--- src/rtl/if_fetch_stage_if.sv ---
// Fetch-stage bundle: stall/redirect inputs from the pipeline, IF->ID bus and instruction SRAM request.
// The master side is the fetch stage, which drives the SRAM request and the IF->ID bus.
interface if_fetch_stage_if;
    logic [5:0]  stall;
    logic [32:0] br_bus;
    logic [32:0] if_to_id_bus;
    logic        inst_sram_en;
    logic [3:0]  inst_sram_wen;
    logic [31:0] inst_sram_addr;
    logic [31:0] inst_sram_wdata;
    logic        if_adel;

    modport master (
        input  stall,
        input  br_bus,
        output if_to_id_bus,
        output inst_sram_en,
        output inst_sram_wen,
        output inst_sram_addr,
        output inst_sram_wdata,
        output if_adel
    );

    modport slave (
        output stall,
        output br_bus,
        input  if_to_id_bus,
        input  inst_sram_en,
        input  inst_sram_wen,
        input  inst_sram_addr,
        input  inst_sram_wdata,
        input  if_adel
    );
endinterface

--- src/rtl/if_fetch_stage.sv ---
// Instruction-fetch stage: PC register, one-entry pending-redirect buffer, instruction SRAM request.
// Define IF_ADEL_CHECK_EN to flag misaligned fetches and suppress their SRAM access.
module if_fetch_stage #(
    parameter int              PC_W     = 32,
    parameter logic [PC_W-1:0] RESET_PC = 32'hBFC0_0000
) (
    input  logic                   clk,
    input  logic                   rst,
    if_fetch_stage_if.master       bus
);

    typedef enum logic [1:0] {S_RESET, S_FETCH, S_HOLD} state_e;

    state_e          state_q, state_d;
    logic [PC_W-1:0] pc_q, pc_d;
    logic            ce_q, ce_d;
    logic            pend_valid_q, pend_valid_d;
    logic [PC_W-1:0] pend_addr_q, pend_addr_d;

    logic            br_e;
    logic [PC_W-1:0] br_addr;
    logic            stall_pc;
    logic [PC_W-1:0] next_pc;
    logic            adel;

    // Only stall[0] matters here; the IF->ID bus is driven straight from pc_q/ce_q, which already freeze with it.
    logic unused_stall;
    assign unused_stall = ^bus.stall[5:1];

    assign br_e     = bus.br_bus[32];
    assign br_addr  = bus.br_bus[31:0];
    assign stall_pc = bus.stall[0];

    // A live redirect beats a buffered one; the PC increment wraps naturally at 2^32.
    assign next_pc = br_e         ? br_addr :
                     pend_valid_q ? pend_addr_q :
                                    pc_q + PC_W'(4);

    always_comb begin
        state_d      = state_q;
        pc_d         = pc_q;
        ce_d         = ce_q;
        pend_valid_d = pend_valid_q;
        pend_addr_d  = pend_addr_q;
        case (state_q)
            S_RESET: begin
                if (!stall_pc) begin
                    pc_d    = next_pc;
                    ce_d    = 1'b1;
                    state_d = S_FETCH;
                end
            end
            S_FETCH: begin
                if (!stall_pc) begin
                    pc_d = next_pc;
                    ce_d = 1'b1;
                end else begin
                    state_d = S_HOLD;
                    if (br_e) begin
                        pend_valid_d = 1'b1;
                        pend_addr_d  = br_addr;
                    end
                end
            end
            S_HOLD: begin
                if (!stall_pc) begin
                    pc_d         = next_pc;
                    ce_d         = 1'b1;
                    pend_valid_d = 1'b0;
                    state_d      = S_FETCH;
                end else if (br_e) begin
                    pend_valid_d = 1'b1;
                    pend_addr_d  = br_addr;
                end
            end
            default: state_d = S_RESET;
        endcase
    end

    always_ff @(posedge clk) begin
        if (rst) begin
            state_q      <= S_RESET;
            pc_q         <= RESET_PC - PC_W'(4);
            ce_q         <= 1'b0;
            pend_valid_q <= 1'b0;
            pend_addr_q  <= '0;
        end else begin
            state_q      <= state_d;
            pc_q         <= pc_d;
            ce_q         <= ce_d;
            pend_valid_q <= pend_valid_d;
            pend_addr_q  <= pend_addr_d;
        end
    end

`ifdef IF_ADEL_CHECK_EN
    assign adel = ce_q & (pc_q[1:0] != 2'b00);
`else
    assign adel = 1'b0;
`endif

    assign bus.if_to_id_bus    = {ce_q, pc_q};
    assign bus.inst_sram_en    = ce_q & ~adel;
    assign bus.inst_sram_wen   = 4'b0000;
    assign bus.inst_sram_addr  = pc_q;
    assign bus.inst_sram_wdata = 32'h0;
    assign bus.if_adel         = adel;

endmodule

--- src/flat_wrapper.sv ---
// flat-port wrapper written by rule: the top's interface ports become plain ports
module if_fetch_stage_flat 
#(
    parameter int              PC_W     = 32,
    parameter logic [PC_W-1:0] RESET_PC = 32'hBFC0_0000
)
  (clk, rst, bus_stall, bus_br_bus, bus_if_to_id_bus, bus_inst_sram_en, bus_inst_sram_wen, bus_inst_sram_addr, bus_inst_sram_wdata, bus_if_adel);
  if_fetch_stage_if bus_i ();
  input  logic clk;
  input  logic rst;
  input wire logic [$bits(bus_i.stall)-1:0] bus_stall;
  input wire logic [$bits(bus_i.br_bus)-1:0] bus_br_bus;
  output wire logic [$bits(bus_i.if_to_id_bus)-1:0] bus_if_to_id_bus;
  output wire logic [$bits(bus_i.inst_sram_en)-1:0] bus_inst_sram_en;
  output wire logic [$bits(bus_i.inst_sram_wen)-1:0] bus_inst_sram_wen;
  output wire logic [$bits(bus_i.inst_sram_addr)-1:0] bus_inst_sram_addr;
  output wire logic [$bits(bus_i.inst_sram_wdata)-1:0] bus_inst_sram_wdata;
  output wire logic [$bits(bus_i.if_adel)-1:0] bus_if_adel;
  assign bus_i.stall = bus_stall;
  assign bus_i.br_bus = bus_br_bus;
  assign bus_if_to_id_bus = bus_i.if_to_id_bus;
  assign bus_inst_sram_en = bus_i.inst_sram_en;
  assign bus_inst_sram_wen = bus_i.inst_sram_wen;
  assign bus_inst_sram_addr = bus_i.inst_sram_addr;
  assign bus_inst_sram_wdata = bus_i.inst_sram_wdata;
  assign bus_if_adel = bus_i.if_adel;
  if_fetch_stage #(.PC_W(PC_W), .RESET_PC(RESET_PC)) u_core (.clk(clk), .rst(rst), .bus(bus_i));
endmodule
--- config.mk ---
export PLATFORM = sky130hd
export DESIGN_NAME = if_fetch_stage_flat
export DESIGN_NICKNAME = d
export VERILOG_FILES = /design/src/rtl/if_fetch_stage_if.sv /design/src/rtl/if_fetch_stage.sv /design/src/flat_wrapper.sv
export SDC_FILE = /design/constraint.sdc
export NUM_CORES = 1
export LEC_CHECK = 0
export ABC_AREA = 1
export BUFFER_PORTS_ARGS = -buffer_cell sky130_fd_sc_hd__buf_2
export CAP_MARGIN = 20
export CORE_ASPECT_RATIO = 1.4
export CORE_UTILIZATION = 32
export DETAILED_ROUTE_END_ITERATION = 7
export SYNTH_ARGS = -nofsm -noshare
export SYNTH_HDL_FRONTEND = slang
export SYNTH_SLANG_ARGS = --single-unit
--- constraint.sdc ---
create_clock -name clk -period 1.8 [get_ports clk]
set_clock_uncertainty 0.05 [all_clocks]
set_input_delay 0 -clock clk [delete_from_list [all_inputs] [get_ports clk]]
set_output_delay 0 -clock clk [all_outputs]
set_load 0.03 [all_outputs]
* Yosys cells after proc, flatten, opt, wreduce, memory -nomap -nowiden
Index checks and enable logic that the tools add are counted.
** Word-level totals
- Register bits after elaboration :: 68
- Bits of input ports :: 41
- Output and inout port bits :: 103
- Logic and storage cells :: 29
** Operators by class
- Add/sub/neg operators :: 1
- Eq/ne operators :: 4
- Mux-type cells :: 9
- Bitwise logic cells :: 1
- Reductions and logical operators :: 9
** Operators with widths (number)
- two-way mux 32 bit :: 2
- adder 32 x 3 -> 32 bit (second input constant) :: 1
- AND reduction 2 bit :: 3
- two-way mux 2 bit :: 2
- != test 2 bit (second input constant) :: 2
- one-hot mux 2 bit (2 select lines) :: 1
- OR reduction 2 bit :: 2
- two-way mux 1 bit :: 3
- AND reduction 3 bit :: 1
- OR reduction 3 bit :: 1
- == test 2 x 1 -> 1 bit (second input constant) :: 1
- == test 2 bit (second input constant) :: 1
- zero test 2 bit :: 1
- one-hot mux 1 bit (2 select lines) :: 1
- nonzero test 2 bit :: 1
- NOT 1 bit :: 1

* Depth between registers and ports, before layout
- Word-level depth :: 4
- Depth in mapped cells :: 12
- Depth with buffers taken out :: 12

* Worst setup path before layout
No wires, ideal clock.
- Path kind :: register to register
- From :: register u_core.pc_q[2], in the netlist u_core.bus.inst_sram_addr[2]
- To :: register u_core.pc_q[20], in the netlist u_core.bus.inst_sram_addr[20]
- Arrival :: 1.649 ns
- Path slack :: -0.014 ns
- Cell stages (with the launch flop) :: 13
- Period minus slack after synthesis :: 1.814 ns
- Cell sequence :: dfxtp_1 -> ha_1 -> nand2_1 -> nor2_1 -> nand2_2 -> nor2_4 -> nand2_2 -> nor2_2 -> nand2_1 -> nand3_1 -> nand2_1 -> nand2_1 -> nand2_1
** On the way
- Cells in the longest elaborated chain, start to end :: 3
** RTL lines
- from (decl) :: RTL line if_fetch_stage.sv:15 : logic [PC_W-1:0] pc_q, pc_d;
- from (signal assigned) :: RTL line if_fetch_stage.sv:83 : pc_q <= RESET_PC - PC_W'(4);
- from (signal assigned) :: RTL line if_fetch_stage.sv:89 : pc_q <= pc_d;
- adder 32 x 3 -> 32 bit :: RTL line if_fetch_stage.sv:37 : pc_q + PC_W'(4);
- two-way mux 32 bit :: RTL line if_fetch_stage.sv:36 : pend_valid_q ? pend_addr_q :
- two-way mux 32 bit :: RTL line if_fetch_stage.sv:35 : assign next_pc = br_e ? br_addr :
No other way between the ends.
A chain may end at the register's enable or synchronous reset.

* Worst setup path after layout
- From :: register u_core.pc_q[9], in the netlist u_core.bus.inst_sram_addr[9]
- To :: register u_core.pc_q[20], in the netlist u_core.bus.inst_sram_addr[20]
Same word-level chain as after synthesis.

==> flow_summary.json <==
{
  "floorplan.core_area_um2": 13390,
  "path_cells": "nand2_1 -> nor2_2 -> nand2_2 -> nor2_4 -> nand2_2 -> nor2_2 -> nand2_1 -> nand3_1 -> nand2_1 -> nand2_1 -> nand2_1",
  "initial_standard_cell_utilization_of_the_core": 0.3273,
  "start_kind": "flip-flop",
  "classification_of_the_worst_setup_path": "reg2reg",
  "post_drt_wl_per_cell_um": 12.68,
  "insertedDiodeCount": 0,
  "drt_iter0_drc": 172,
  "die_w_um": 100.9,
  "crit_fanout": 7,
  "io_buffer_count": 101,
  "synth-warning-count": 0,
  "design.portCount": 144,
  "area_growth_pct": 24.56,
  "post-synth-top-area-cell": "sky130_fd_sc_hd__dfxtp_1",
  "syn_area_um2": 4382,
  "cts-root-buf": "sky130_fd_sc_hd__clkbuf_16",
  "period_minus_slack_ns": 1.664,
  "postSynth.asyncResetShare": 0,
  "finalWorstSetupSlack_ns": 0.1360,
  "row_count": 50,
  "grt_setup_unrepaired": "no",
  "reg2reg_setup_slack_ns": 0.14,
  "synth_edf_count": 0,
  "final-setup-viol-count": 0,
  "h_tree_lvls": 3,
  "ys_seq_elements": 68,
  "fillerInstances": 1455,
  "antenna_found_initial": 0,
  "grt_start_max_net_pins": 39,
  "min_path_type": "in2reg",
  "slew_violations": 0,
  "synth.avg_cell_area_um2": 6.569,
  "clock.fmax_mhz": 601.0,
  "dp_worst_setup_slack_ns": 0.09329,
  "dpl-instance-area_um2": 4805,
  "seq_area_frac_synth": 0.3107,
  "worst_skew_pair.late_latency_ns": 0.33,
  "total_number_of_vias": 4330,
  "power-per-cell-area_nw_per_um2": 885.1,
  "leakagePower_uw": 0.002502,
  "grt_util_all_layers": 0.1767,
  "total_overflow_reported_by_the_global_router": 0,
  "fin_hold_ws_ns": 0.08718,
  "finalSetupTns_ns": 0,
  "min-delay-start": "bus_br_bus[32]",
  "wirelength_um": 12130,
  "timing.critical_path.slowest_stage_cell": "sky130_fd_sc_hd__dfxtp_1",
  "cts_tree": "done",
  "cpMostUsedCell": "sky130_fd_sc_hd__nand2_1",
  "clk_pin_slew_worst_paths_ns": 0.05,
  "chipHeight_um": 140.5,
  "cts.sinks": 68,
  "finish.instance_area_um2": 5458,
  "synth.top_cell.area_share": 0.3107,
  "max-clock-path-buffers": 2,
  "detail-route-antenna-nets": 0,
  "fin_nets": 817,
  "finalCritPeriodShare": 0.9244,
  "route.detailed.vias_per_inst": 4.525,
  "cp-end-kind": "flip-flop",
  "dpl.hpwl_um": 8644,
  "critPathMaxStageDelay_ns": 0.46,
  "drc": 0,
  "synthFlopType": "sky130_fd_sc_hd__dfxtp_1",
  "drt_first_pass_iters": 4,
  "cts_post_setup_buffers_inserted": 0,
  "maxCapViolations": 0,
  "postSynthCellCount": 667,
  "die-area_um2": 14170,
  "globalplace.congestion": 0.8548,
  "synth.top_cells.by_area": "sky130_fd_sc_hd__dfxtp_1 (31%), sky130_fd_sc_hd__buf_4 (12%), sky130_fd_sc_hd__nand2_1 (11%)",
  "status": "finished, final reports clean",
  "final_hold_viol_count": 0,
  "power.ir.vdd_worst_mv": 0.3789,
  "startpoint_of_the_worst_register_to_register_path": "u_core.bus.inst_sram_addr[9]",
  "grt_pass1_wl_um": 19510,
  "synth_cell_type_count": 33,
  "cts_buffers": 9,
  "final_layout_size_suffix_gt1_frac": 0.2181,
  "cp_required_ns": 1.98,
  "via_count_of_the_first_global_routing_pass": 4054,
  "worstPathArrival_ns": 1.84,
  "setup.worst_path.start": "u_core.bus.inst_sram_addr[9]"
}
==> power breakdown <==
group          leakage [uW]  switching (uW)  internal (uW)
Clock              0.000145             636           1070
Combinational       0.00180             913            455
Sequential         0.000559             125           1630
==> synthesized netlist by cell type, types with 3 or more instances <==
| master | number |
|---|---|
| sky130_fd_sc_hd__a21oi_1 | 84 |
| sky130_fd_sc_hd__a31oi_1 | 3 |
| sky130_fd_sc_hd__buf_2 | 4 |
| sky130_fd_sc_hd__buf_4 | 70 |
| sky130_fd_sc_hd__clkbuf_1 | 23 |
| sky130_fd_sc_hd__dfxtp_1 | 68 |
| sky130_fd_sc_hd__ha_1 | 5 |
| sky130_fd_sc_hd__inv_1 | 59 |
| sky130_fd_sc_hd__nand2_1 | 132 |
| sky130_fd_sc_hd__nand2_2 | 6 |
| sky130_fd_sc_hd__nand3_1 | 17 |
| sky130_fd_sc_hd__nand3_2 | 3 |
| sky130_fd_sc_hd__nand3b_1 | 3 |
| sky130_fd_sc_hd__nand4_1 | 3 |
| sky130_fd_sc_hd__nor2_1 | 70 |
| sky130_fd_sc_hd__nor2_2 | 4 |
| sky130_fd_sc_hd__nor2_4 | 5 |
| sky130_fd_sc_hd__nor3_1 | 3 |
| sky130_fd_sc_hd__o211ai_1 | 6 |
| sky130_fd_sc_hd__o21ai_0 | 58 |
| sky130_fd_sc_hd__o21ai_1 | 11 |
| sky130_fd_sc_hd__xnor2_1 | 6 |
| sky130_fd_sc_hd__xor2_1 | 10 |
==> sequential cells by signal, indices dropped and copies added, names as in the netlist <==
signal,cells
u_core.state_q,2
u_core.bus.inst_sram_en,1
u_core.bus.inst_sram_addr,32
u_core.pend_valid_q,1
u_core.pend_addr_q,32
==> stage by stage <==
step                      power (uW)  cells  utilization
after detailed placement        3085    909       0.3589
final                           4831    957       0.4077
after global placement          3078    909       0.3589
after floorplan                 2830    703            -
after CTS                       4855    957       0.4051
after global routing            5084    957       0.4077
==> kinds of logic after synthesis <==
| group | synth area share |
|---|---|
| simple gates | 0.2421 |
| compound gates | 0.1985 |
| buf+inv | 0.2016 |
| flops | 0.3107 |
| xor+xnor | 0.03198 |
| fa+ha+maj | 0.01428 |
| other cells | 0.0008558 |
==> cell type report <==
type                       instances  area, um2  area share
clock buffer                      14      284.0     0.05204
timing repair buffer             157       1033      0.1894
inverter                          62      232.7     0.04264
multi-input combinational        473       2305      0.4223
tap                              182      227.7     0.04172
sequential                        68       1370      0.2510
clock inverter                     1      5.005   0.0009170
==> placed cells by master (no fill, tap or decap), drive strengths merged <==
master,instances
o221ai,2
nor2,79
nand4,3
nor3,3
ha,5
or2,2
xnor2,6
o21ai,69
nand3,20
o211ai,6
a31oi,3
clkinv,3
xor2,10
clkbuf,14
conb,37
buf,124
o21bai,2
nand2,138
a21oi,84
dlygate4sd3,33
inv,60
nand3b,3
dfxtp,68
a21boi,1
==> metal layers <==
layer	vias up	GRT usage	wire length, um
li1	2246	-	-
met1	1952	0.1975	5048
met2	110	0.3237	6363
met3	22	0.02545	399
met4	0	0.08162	323
met5	-	0	0
==> worst max-delay path: cells and delay by family, from the launching register on <==
family	cells	cell delay (ns)
and+or+nand+nor	11	1.04
DFF	1	0.46
==> worst paths after layout <==
| check | to | depth (start not counted) |
|---|---|---|
| setup / recovery | u_core.bus.inst_sram_addr[20] | 11 |
| hold / removal | u_core.bus.inst_sram_addr[1] | 3 |
| setup reg to reg | u_core.bus.inst_sram_addr[20] | 11 |
| hold reg to reg | u_core.pend_addr_q[28] | 2 |
==> repair_timing <==
| action | in CTS | in global routing |
|---|---|---|
| hold buffers | 33 | 0 |
| endpoints found under the hold margin | 63 | 0 |
| resized for setup | 0 | 11 |
| endpoints found under the setup margin | 0 | 8 |
No activity file was read; power rests on OpenSTA's default activity.
